==> src/rtl/ne555_step_sequencer.sv <==
// -----------------------------------------------------------------------------
// ne555_step_sequencer
//
// Purpose
//   Programmable step sequencer that owns the control pins of one NE555EX
//   timer core. A small table holds NSTEPS steps. Each step sets the timer mode,
//   rate and duty, and how long the step lasts. Once started, the steps play in
//   order, either once or looped. Every step entry issues a phase-reset (sync)
//   pulse. An entry into a mono-mode step also issues a trigger (fire) pulse.
//
// Parameters
//   NSTEPS      table depth, power of two, 2..16
//   TICK_SHIFT  one duration unit = 2^TICK_SHIFT clk cycles (0..15)
//
// Ports
//   clk         single clock
//   rst         synchronous, active-high reset (the table is not cleared)
//   wr_en       table write strobe
//   wr_addr     table entry to write
//   wr_data     {last[18], mode[17:16], rate[15:12], duty[11:8], dur[7:0]}
//   start       1-cycle start request (honoured in IDLE only)
//   stop        1-cycle abort request (honoured in RUN only, wins all ties)
//   loop_en     wrap to step 0 after a last step; sampled at each step end
//   tmr_enable  timer enable
//   tmr_mode    timer mode (00 mono, 01 astable, 10 pwm, 11 burst)
//   tmr_rate    timer prescaler rate
//   tmr_duty    timer PWM duty
//   tmr_sync    1-cycle phase-reset pulse on every step entry
//   tmr_fire    1-cycle trigger on entry into a mode-00 step
//   busy        high while running
//   step_idx    current step index
//   seq_done    1-cycle pulse when a sequence ends or is stopped
// -----------------------------------------------------------------------------
module ne555_step_sequencer #(
    parameter int NSTEPS     = 8,
    parameter int TICK_SHIFT = 4
) (
    input  logic                      clk,
    input  logic                      rst,
    input  logic                      wr_en,
    input  logic [$clog2(NSTEPS)-1:0] wr_addr,
    input  logic [18:0]               wr_data,
    input  logic                      start,
    input  logic                      stop,
    input  logic                      loop_en,
    output logic                      tmr_enable,
    output logic [1:0]                tmr_mode,
    output logic [3:0]                tmr_rate,
    output logic [3:0]                tmr_duty,
    output logic                      tmr_sync,
    output logic                      tmr_fire,
    output logic                      busy,
    output logic [$clog2(NSTEPS)-1:0] step_idx,
    output logic                      seq_done
);

    localparam int IW = $clog2(NSTEPS);
    // A zero-width prescaler is not legal, so keep at least one bit and
    // ignore it when TICK_SHIFT is 0.
    localparam int PW = (TICK_SHIFT > 0) ? TICK_SHIFT : 1;
    localparam logic [IW-1:0] LAST_IDX = IW'(NSTEPS - 1);

    typedef enum logic {
        S_IDLE = 1'b0,
        S_RUN  = 1'b1
    } state_t;

    // Step table: deliberately not reset, contents survive rst.
    logic [18:0]   r_table [NSTEPS];

    state_t        r_state;
    logic          r_enable;
    logic [1:0]    r_mode;
    logic [3:0]    r_rate;
    logic [3:0]    r_duty;
    logic          r_sync;
    logic          r_fire;
    logic          r_busy;
    logic [IW-1:0] r_step_idx;
    logic          r_done;

    logic [PW-1:0] r_presc;
    logic [7:0]    r_units;
    logic          r_cur_last;   // last flag of the step being played

    logic          w_presc_full;
    logic          w_tick;
    logic          w_step_end;
    logic          w_last;
    logic          w_enter;
    logic          w_finish;
    logic [IW-1:0] w_next_idx;
    logic [18:0]   w_entry;
    logic          w_e_last;
    logic [1:0]    w_e_mode;
    logic [3:0]    w_e_rate;
    logic [3:0]    w_e_duty;
    logic [7:0]    w_e_dur;
    logic [7:0]    w_e_units;

    // -------------------------------------------------------------------------
    // Table write port
    // -------------------------------------------------------------------------
    always_ff @(posedge clk) begin
        if (wr_en) begin
            r_table[wr_addr] <= wr_data;
        end
    end

    // -------------------------------------------------------------------------
    // Duration timing
    // -------------------------------------------------------------------------
    generate
        if (TICK_SHIFT == 0) begin : g_no_presc
            assign w_presc_full = 1'b1;
        end else begin : g_presc
            assign w_presc_full = (r_presc == {PW{1'b1}});
        end
    endgenerate

    assign w_tick     = (r_state == S_RUN) && w_presc_full;
    // The step ends on the final cycle of its last unit.
    assign w_step_end = w_tick && (r_units == 8'd1);
    // The top table slot always acts as a last step.
    assign w_last     = r_cur_last || (r_step_idx == LAST_IDX);

    // -------------------------------------------------------------------------
    // Next-action decode
    // -------------------------------------------------------------------------
    always_comb begin
        w_enter    = 1'b0;
        w_finish   = 1'b0;
        w_next_idx = '0;
        case (r_state)
            S_IDLE: begin
                // stop wins over start, even in IDLE
                if (start && !stop) begin
                    w_enter = 1'b1;
                end
            end
            S_RUN: begin
                // stop also wins over a step end, so no entry happens
                if (stop) begin
                    w_finish = 1'b1;
                end else if (w_step_end) begin
                    if (!w_last) begin
                        w_enter    = 1'b1;
                        w_next_idx = r_step_idx + 1'b1;
                    end else if (loop_en) begin
                        w_enter    = 1'b1;
                    end else begin
                        w_finish   = 1'b1;
                    end
                end
            end
            default: begin
                w_finish = 1'b1;
            end
        endcase
    end

    // The fields of the step about to be entered are fetched here. Any table
    // write in the same cycle lands afterwards.
    assign w_entry   = r_table[w_next_idx];
    assign w_e_last  = w_entry[18];
    assign w_e_mode  = w_entry[17:16];
    assign w_e_rate  = w_entry[15:12];
    assign w_e_duty  = w_entry[11:8];
    assign w_e_dur   = w_entry[7:0];
    assign w_e_units = (w_e_dur == 8'd0) ? 8'd1 : w_e_dur;

    // -------------------------------------------------------------------------
    // Sequencer FSM with registered outputs
    // -------------------------------------------------------------------------
    always_ff @(posedge clk) begin
        if (rst) begin
            r_state    <= S_IDLE;
            r_enable   <= 1'b0;
            r_mode     <= 2'b00;
            r_rate     <= 4'd0;
            r_duty     <= 4'd0;
            r_sync     <= 1'b0;
            r_fire     <= 1'b0;
            r_busy     <= 1'b0;
            r_step_idx <= '0;
            r_done     <= 1'b0;
            r_presc    <= '0;
            r_units    <= 8'd0;
            r_cur_last <= 1'b0;
        end else begin
            // Pulse outputs default low; only an entry or a finish raises them.
            r_sync <= 1'b0;
            r_fire <= 1'b0;
            r_done <= 1'b0;
            if (w_enter) begin
                r_state    <= S_RUN;
                r_enable   <= 1'b1;
                r_busy     <= 1'b1;
                r_mode     <= w_e_mode;
                r_rate     <= w_e_rate;
                r_duty     <= w_e_duty;
                r_sync     <= 1'b1;
                r_fire     <= (w_e_mode == 2'b00);
                r_step_idx <= w_next_idx;
                r_presc    <= '0;
                r_units    <= w_e_units;
                r_cur_last <= w_e_last;
            end else if (w_finish) begin
                // step_idx holds so the host can see where the sequence ended
                r_state    <= S_IDLE;
                r_enable   <= 1'b0;
                r_busy     <= 1'b0;
                r_mode     <= 2'b00;
                r_rate     <= 4'd0;
                r_duty     <= 4'd0;
                r_done     <= 1'b1;
                r_presc    <= '0;
                r_units    <= 8'd0;
                r_cur_last <= 1'b0;
            end else if (r_state == S_RUN) begin
                r_presc <= r_presc + 1'b1;
                if (w_tick) begin
                    r_units <= r_units - 8'd1;
                end
            end
        end
    end

    assign tmr_enable = r_enable;
    assign tmr_mode   = r_mode;
    assign tmr_rate   = r_rate;
    assign tmr_duty   = r_duty;
    assign tmr_sync   = r_sync;
    assign tmr_fire   = r_fire;
    assign busy       = r_busy;
    assign step_idx   = r_step_idx;
    assign seq_done   = r_done;

endmodule
==> config.mk <==
export PLATFORM = sky130hd
export DESIGN_NAME = ne555_step_sequencer
export DESIGN_NICKNAME = d
export VERILOG_FILES = /design/src/rtl/ne555_step_sequencer.sv
export SDC_FILE = /design/constraint.sdc
export NUM_CORES = 1
export LEC_CHECK = 0
export ABC_AREA = 1
export CAP_MARGIN = 0
export CORE_UTILIZATION = 35
export DETAILED_ROUTE_END_ITERATION = 10
export GPL_ROUTABILITY_DRIVEN = 0
export SLEW_MARGIN = 20
export SYNTH_ARGS = -nofsm -noshare
export SYNTH_HDL_FRONTEND = slang
export SYNTH_SLANG_ARGS = --single-unit
==> constraint.sdc <==
create_clock -name clk -period 2.55 [get_ports clk]
set_input_delay 0.51 -clock clk [delete_from_list [all_inputs] [get_ports clk]]
set_output_delay 0.51 -clock clk [all_outputs]
set_load 0.05 [all_outputs]
After elaboration in Yosys (flattened, before gate mapping)
Memory sizes are Yosys's and may differ from the RTL's.
Index checks and enable logic that the tools add are counted.
{"block": "word_totals", "reg_bits": 30, "latch_bits": 0, "ram_bits": 152, "romBits": 0, "input_bits": 28, "out_inout_bits": 18, "elab_cells": 66, "n_memories": 1}
{"block": "classes", "add_sub_neg": 3, "n_mul": 0, "div_mod_pow": 0, "order_cmp": 0, "n_eq_ne": 3, "shift": 0, "n_mux": 32, "bitwise_logic": 2, "n_reduce_logical": 14}
{"memory": "r_table", "depth": 8, "width": 19, "rd": 1, "rd_ports_with_merged_regs": 0, "write_ports": 1, "line_no": "69", "rtl": "logic [18:0] r_table [NSTEPS];"}
{"operator": "8-bit 2-to-1 mux", "count": 5}
{"operator": "1-bit 2-to-1 mux", "count": 17}
{"operator": "3-bit 2-to-1 mux", "count": 4}
{"operator": "4-bit 2-to-1 mux", "count": 3}
{"operator": "8-bit by 1-bit == test with 1-bit output, second input constant", "count": 1}
{"operator": "8-bit logical NOT", "count": 1}
{"operator": "8-bit by 1-bit subtractor with 8-bit output, second input constant", "count": 1}
{"operator": "3-bit nonzero test", "count": 2}
{"operator": "4-bit by 1-bit adder with 4-bit output, second input constant", "count": 1}
{"operator": "4-bit == test, second input constant", "count": 1}
{"operator": "2-bit 2-to-1 mux", "count": 2}
{"operator": "2-bit OR reduction", "count": 2}
{"operator": "3-bit by 1-bit adder with 3-bit output, second input constant", "count": 1}
{"operator": "3-bit == test, second input constant", "count": 1}
{"operator": "1-bit logical AND", "count": 3}
{"operator": "3-bit OR reduction", "count": 1}
{"operator": "2-bit logical NOT", "count": 1}
{"operator": "1-bit NOT", "count": 2}
{"operator": "1-bit one-hot mux with 2 select lines", "count": 1}
{"operator": "2-bit AND reduction", "count": 1}
{"operator": "2-bit nonzero test", "count": 1}
{"operator": "1-bit logical NOT", "count": 1}
{"operator": "1-bit logical OR", "count": 1}

Longest topological paths before layout
Gate-level depths: netlist of run 1.
An unclocked memory read counts as a cell.
{"block": "logic_depth", "depth_word": 10, "ltp_mapped": 18, "ltp_nobuf": 18}

Worst setup path before layout of run 1
No wires, ideal clock.
{"block": "synth_path", "path_type": "register to register", "start": "register r_step_idx[0], in the netlist step_idx[0]", "end": "register r_rate[2], in the netlist tmr_rate[2]", "setup_time_ps": 116, "arrival_ps": 2258, "required_ps": 2434, "setup_slack_ps": 176, "stages_incl_launch_ff": 14, "n_path_buf": 2, "period_less_slack_ps": 2374, "path_cell_list": "dfxtp_1 -> ha_1 -> ha_1 -> nor2_1 -> inv_1 -> nor2_1 -> nand3_2 -> buf_2 -> clkbuf_1 -> nand2_1 -> nand3_1 -> nand2_1 -> nand2_1 -> a31o_2"}
{"block": "synth_between", "elab_chain_cells": 8, "elab_cells_between_ends": 18, "cone_classes": "add/sub (1); eq/ne (1); mux (13); reduce/logical (2); memory (1)"}
{"item": "from (decl)", "line_no": "79", "rtl": "logic [IW-1:0] r_step_idx;"}
{"item": "from (signal assigned)", "line_no": "204", "rtl": "r_step_idx <= w_next_idx;"}
{"item": "parallel branches: the longest is 8 deep, another holds memory read 8 x 19 bit"}
{"item": "to (signal assigned)", "line_no": "200", "rtl": "r_rate <= w_e_rate;"}
{"item": "to (decl)", "line_no": "74", "rtl": "logic [3:0] r_rate;"}
Parallel ways; which one is timed is not known.
A chain may end at the register's enable or synchronous reset.

Final worst setup path of run 1
{"block": "layout_path", "start": "register r_units[1]", "end": "register r_units[6]"}
{"block": "layout_between", "elab_chain_cells": 9, "elab_cells_between_ends": 22, "cone_classes": "add/sub (1); eq/ne (1); mux (14); reduce/logical (5); memory (1)"}
{"item": "from (decl)", "line_no": "83", "rtl": "logic [7:0] r_units;"}
{"item": "from (signal assigned)", "line_no": "206", "rtl": "r_units <= w_e_units;"}
{"item": "from (signal assigned)", "line_no": "223", "rtl": "r_units <= r_units - 8'd1;"}
{"item": "8-bit by 1-bit == test with 1-bit output", "line_no": "123", "rtl": "assign w_step_end = w_tick && (r_units == 8'd1);"}
{"item": "1-bit logical AND", "line_no": "123"}
{"item": "3-bit 2-to-1 mux", "line_no": "145", "rtl": "end else if (w_step_end) begin"}
{"item": "3-bit 2-to-1 mux", "line_no": "143", "rtl": "if (stop) begin"}
{"item": "3-bit 2-to-1 mux", "line_no": "134", "rtl": "case (r_state)"}
{"item": "memory read 8 x 19 bit"}
{"item": "8-bit logical NOT", "line_no": "170", "rtl": "assign w_e_units = (w_e_dur == 8'd0) ? 8'd1 : w_e_dur;"}
{"item": "8-bit 2-to-1 mux", "line_no": "170"}
{"item": "8-bit 2-to-1 mux", "line_no": "195", "rtl": "if (w_enter) begin"}
Parallel ways exist; a longest one is shown, timed or not. The select of a mux whose other input is x is not followed.

==> flow_summary_export.csv, run 1 <==
group,metric,value,unit
sta,hold_viol,0,
sta,setup_tns,0,ns
cells_and_area,area_growth,22.3,%
clocking,post-cts-setup-buffers,0,
drt,via_count,5299,
cells_and_area,seqCellArea,5160,um^2
pwr,p_int,5.13,mW
cells_and_area,layout-drive-gt1-share,14.4,%
clocking,cts_buffers,17,
job,maxCapViolCount,0,
sta,tightest_slew,0.503,ns
sta,whs,0.480,ns
clocking,cts_num_sinks,182,
synth,netlist_instances,699,
sta,relSlewSlack,66.4,%
setup_path,worst-endpoint-required,2.91,ns
die,start_util,36.2,%
outcome,status,"completed",
clocking,root_buffer,"clkbuf_16",
pwr,p_seq_share,50.1,%
synth,yosysWarnings,0,
die,die_area,22600,um^2
pwr,power_density,720,nW/um^2
synth,avgSynthCellArea,11.0,um^2
pwr,total_power,6.79,mW
die,die_height,150,um
setup_path,crit_type,"register to register",
cells_and_area,postLayoutCoreUtil,44.3,%
cells_and_area,fillers,1946,
clocking,clock_latency,0.43,ns
sta,fmax,422,MHz
drt,drc,0,
pwr,pwr-share-comb,9.9,%
sta,rsz0062_at_grt,"no",
cells_and_area,fin_area,9430,um^2
global_routing,grt_usage,16.8,%
placement,place_area,8800,um^2
sta,fin_crit_sh,93.0,%
synth,async_flop_share,0,%
hold_path,holdPathStages,2,
synth,synth_common_cells,"152 x edfxtp_1, 148 x nand2_1, 93 x nand3_1",
global_routing,grt.overflow.total,0,
synth,yosysUniqueCellTypes,41,
clocking,ctsLongestPathBuffers,2,
pwr,sw_frac_of_total,24.5,%
setup_path,endpoint,"r_units[6]",
clocking,cts-resized-gates,0,
sta,min_period,2.37,ns
drt,wire_per_inst,16.7,um
cells_and_area,layout.nets,814,
synth,yosysSeqAreaShare,67.0,%
drt,vias_per_cell,4.96,
synth,yosysTopAreaCellShare,59.2,%
pwr,power.switching,1.67,mW
drt,drt_pass1_iterations,5,
setup_path,worstReg2RegEnd,"r_units[6]",
drt,drtIter0Drc,388,
drt,ant_nets,0,
synth,synth-edff-count,152,
clocking,htreeDepth,4,
setup_path,critPathLaunchType,"register",
global_routing,grt_max_degree,30,
global_routing,grt_pass1_vias,5078,
setup_path,reg2reg_depth,12,
sta,setup_viol,0,
die,num_rows,53,
cells_and_area,multi_input_area,2100,um^2
setup_path,crit_arrival,2.74,ns
setup_path,max_stage_delay,0.34,ns
setup_path,worst_setup_path_end_kind,"register",
setup_path,crit_fanout,8,
setup_path,reg2reg_slack,0.18,ns
clocking,hold_buffers,0,
sta,clock_skew,0.00808,ns
die,die_x,150,um
pwr,leakagePower,3.65,nW
clocking,cts_tree,"built",
placement,portBuffers,45,
die,ioPinCount,46,
synth,synth_nets,732,
global_routing,grt_pass1_wl,28000,um
synth,ys_seq_elements,182,
sta,report.final.slew_viol_count,0,
hold_path,hold_path_class,"register to register",
setup_path,reg2reg_from,"r_units[1]",
setup_path,worstPathCellList,"inv_1, ha_1, nand2_1, nor2_8, nand2_4, inv_2, o21ai_4, nand2_1, inv_1, buf_4, o21ai_0, a21oi_1",
pwr,vdd_drop_max,0.373,mV
placement,post-dp-hpwl,11100,um
die,core,21300,um^2
synth,yosysMostFrequentCell,"edfxtp_1",
setup_path,cp_slowest_cell,"dfxtp_1",
synth,yosys.area.top_type,"edfxtp_1",
global_routing,antenna_found_initial,0,
synth,ys.flop_type,"edfxtp_1",
synth,synth_area,7710,um^2
drt,drt-total-wl,17800,um
clocking,clkTransAtPathRegs,0.07,ns
synth,synth.area.top_cells,"edfxtp_1 59%, dfxtp_1 7.8%, nand2_1 7.2%",
pwr,p_clk_share,40.0,%
setup_path,startpoint,"r_units[1]",
cells_and_area,diodes,0,
[per-layer routing]
metal,vias to the layer above,GRT usage (%),routed length [um]
met3,16,3.18,971
met1,2527,23.9,8520
met4,0,5.71,206
met5,-,0,0
met2,153,25.7,8130
li1,2603,-,-
[power by group through the flow]
stage	Sequential (mW)	Combinational, mW	Clock, mW
2_1_floorplan	3.53	0.331	0
4_1_cts	3.40	0.670	2.75
3_3_place_gp	3.47	0.662	0
6_report	3.40	0.670	2.72
5_1_grt	3.42	0.736	2.88
3_5_place_dp	3.47	0.665	0
[critical path, delay by kind of cell, from the launching register on]
kind / cells / cell delay, ns
and+or+nand+nor: 4 / 0.56
buffers and inverters: 4 / 0.67
AOI/OAI and AO/OA: 3 / 0.55
DFF: 1 / 0.34
adders and majority gates: 1 / 0.19
[cell usage in the layout (no fill, tap or decap), drive strengths merged, types with 24 or more instances in the layout]
cell,count
nand4,27
a21oi,24
nand2,152
edfxtp,152
dfxtp,30
buf,50
nand3,95
inv,87
nor2,42
clkdlybuf4s50,45
[cell type report]
type | count | share of cell area, %
clock buffers | 20 | 4.84
clock inverters | 12 | 1.70
inverters | 82 | 3.28
multi-input cells | 403 | 22.3
flip-flops and latches | 182 | 54.8
well taps | 275 | 3.65
repair buffers | 95 | 9.50
[cells by family after synthesis]
family / Yosys count / synth area share [%]
DFF: 182 / 67.0
and+or+nand+nor: 320 / 19.2
adders and majority gates: 5 / 0.811
AOI/OAI and AO/OA: 71 / 6.05
xor gates and xnor gates: 7 / 0.795
buffers and inverters: 114 / 6.15
[metrics by stage]
step                      setup WS, ns  std cells
final                            0.178       1069
after detailed placement      -0.00913       1037
after global routing           0.00362       1069
after CTS                        0.154       1069
after floorplan                  0.176        699
after global placement         -0.0446       1037
[registers in the layout, indices dropped and copies added (netlist names)]
| name | cells |
|---|---|
| r_table | 152 |
| r_units | 8 |
| r_presc | 4 |
| tmr_duty | 4 |
| tmr_rate | 4 |
| step_idx | 3 |
| tmr_mode | 2 |
| busy | 1 |
| r_cur_last | 1 |
| seq_done | 1 |
| tmr_fire | 1 |
| tmr_sync | 1 |
[worst min path at each step]
stage               slack [ns]        start           to
global route              0.50  tmr_mode[0]  tmr_mode[0]
detailed placement        0.47  tmr_mode[1]  tmr_mode[1]
global placement          0.47  tmr_mode[1]  tmr_mode[1]
floorplan                 0.46   r_presc[1]   r_presc[1]
CTS                       0.48  tmr_mode[1]  tmr_mode[1]
finish                    0.48  tmr_mode[0]  tmr_mode[0]
Note: power is estimated with default switching activity, not from simulation.
==> run 2, diff against run 1 <==
- CAP_MARGIN: 0 -> unset
- GPL_TIMING_DRIVEN: unset -> 0
==> run 2 against run 1 <==
Against the previous run: design area is 0.24% higher; core utilization is 0.11 points higher; non-clock buffer count is 3 lower; critical path depth is 1 higher; fmax is 2.7% lower.
==> flow_summary_export.csv, run 2 (synthesis results as in run 1) <==
group,metric,value,unit
die,ioPinCount,46,
die,core,21300,um^2
cells_and_area,layout_commonest_cell,"edfxtp_1",
global_routing,grt_max_degree,20,
global_routing,grt.overflow.total,0,
sta,report.final.slew_viol_count,0,
clocking,cts_buffers,17,
drt,drtIter0Drc,389,
clocking,root_buffer,"clkbuf_16",
die,die_area,22600,um^2
sta,setup_ws,0.113,ns
sta,relSlewSlack,43.0,%
outcome,status,"completed",
drt,drc,0,
die,die_height,150,um
die,die_x,150,um
sta,hold_viol,0,
drt,drt-total-wl,18900,um
setup_path,worst_setup_path_end_kind,"register",
pwr,p_int,4.98,mW
clocking,cts_tree,"built",
global_routing,grt_usage,17.6,%
cells_and_area,reg.largest.list,"r_table (152), r_units (8)",
setup_path,critPathLaunchType,"register",
placement,post-dp-hpwl,11700,um
pwr,p_seq_share,51.2,%
clocking,clock_latency,0.43,ns
sta,clock_skew,0.00819,ns
cells_and_area,largest-register,"r_table",
pwr,sw_frac_of_total,25.0,%
job,maxCapViolCount,0,
global_routing,grt_pass1_vias,5189,
sta,setup_viol,0,
cells_and_area,mostFrequentLayoutCells,"152 x edfxtp_1, 144 x nand2_1, 83 x nand3_1, 74 x inv_1, 45 x clkdlybuf4s50_1",
setup_path,crit_buf_inv,4,
placement,preCtsSetupSlack,-0.520,ns
drt,ant_nets,0,
pwr,power_density,703,nW/um^2
setup_path,reg2reg_slack,0.11,ns
cells_and_area,area_growth,22.6,%
clocking,clkTransAtPathRegs,0.07,ns
clocking,htreeDepth,4,
placement,portBuffers,45,
sta,tightest_slew,0.853,ns
cells_and_area,layout.nets,811,
cells_and_area,diodes,0,
die,num_rows,53,
global_routing,antenna_found_initial,0,
hold_path,holdPathStages,2,
clocking,ctsLongestPathBuffers,2,
pwr,p_clk_share,38.6,%
drt,vias_per_cell,5.02,
die,start_util,36.2,%
clocking,cts_num_sinks,182,
pwr,vdd_drop_max,0.314,mV
sta,whs,0.476,ns
sta,fin_crit_sh,95.6,%
setup_path,max_stage_delay,0.33,ns
hold_path,hold_path_class,"register to register",
pwr,power.switching,1.66,mW
setup_path,worst-endpoint-required,2.91,ns
drt,via_count,5352,
setup_path,crit_fanout,10,
cells_and_area,postLayoutCoreUtil,44.4,%
global_routing,grt_pass1_wl,29100,um
setup_path,crit_cells,13,
pwr,leakagePower,3.64,nW
cells_and_area,largest_reg_flops,152,
setup_path,crit_type,"register to register",
drt,drt_pass1_iterations,5,
clocking,hold_buffers,0,
sta,fmax,410,MHz
setup_path,worstPathCellList,"ha_1, ha_1, nor2_2, inv_2, nor2_4, nand2_4, nor2_8, inv_6, buf_6, clkbuf_1, nand3_1, nand3_1, o211ai_1",
setup_path,cp_top_family,"simple AND/OR/NAND/NOR gates",
setup_path,cp_slowest_cell,"dfxtp_2",
setup_path,crit_arrival,2.79,ns
cells_and_area,layout-drive-gt1-share,15.8,%
drt,wire_per_inst,17.7,um
pwr,pwr-share-comb,10.3,%
setup_path,reg2reg_depth,13,
sta,min_period,2.44,ns
sta,rsz0062_at_grt,"yes",
==> run 2: per-layer routing <==
metal | vias up | routed length (um) | GRT usage, % | share of wire, %
met4 | 0 | 261 | 5.81 | 1.4
li1 | 2596 | - | - | -
met3 | 21 | 1150 | 3.82 | 6.1
met5 | - | 0 | 0 | 0
met1 | 2571 | 8900 | 24.7 | 47
met2 | 164 | 8550 | 26.9 | 45
==> run 2: per-stage QoR <==
| stage | setup TNS, ns | total power, mW | std cells | cell area (um^2) |
|---|---|---|---|---|
| detailed placement | -8.10 | 4.10 | 1020 | 8590 |
| global placement | -104.68 | 4.09 | 1019 | 8510 |
| floorplan | 0 | 3.86 | 699 | 7710 |
| CTS | 0 | 6.64 | 1055 | 9230 |
| finish | 0 | 6.65 | 1066 | 9460 |
| global route | -0.199 | 6.85 | 1066 | 9460 |
==> run 2: power by group through the flow <==
stage               Combinational [mW]  Clock [mW]  Sequential, mW
global route                     0.749        2.69            3.41
global placement                 0.622           0            3.47
CTS                              0.647        2.59            3.40
detailed placement               0.639           0            3.46
finish                           0.682        2.56            3.40
floorplan                        0.331           0            3.53
==> run 2: layout make-up <==
class	count	area, um^2
inverters	82	318
repair buffers	60	599
multi-input cells	403	2240
plain buffers	32	215
well taps	275	344
fillers	1926	11800
clock inverters	14	136
clock buffers	18	439
flip-flops and latches	182	5170
==> run 2: timing repair <==
item	in CTS	in global routing
buffers inserted	3	11
endpoints found under the setup margin	16	19
gates resized for setup	11	50
pin swaps	2	11
==> run 2: path summary, 6_finish.rpt <==
kind / endpoint / startpoint
max reg2reg: tmr_duty[1] / step_idx[0]
min: tmr_mode[1] / tmr_mode[1]
max: tmr_duty[1] / step_idx[0]
min reg2reg: tmr_mode[1] / tmr_mode[1]
==> run 2: worst min-delay path, stage by stage, from the launching register on <==
cell	delay [ns]
dfxtp_1	0.31
nand3_1	0.07
nand2_1	0.05
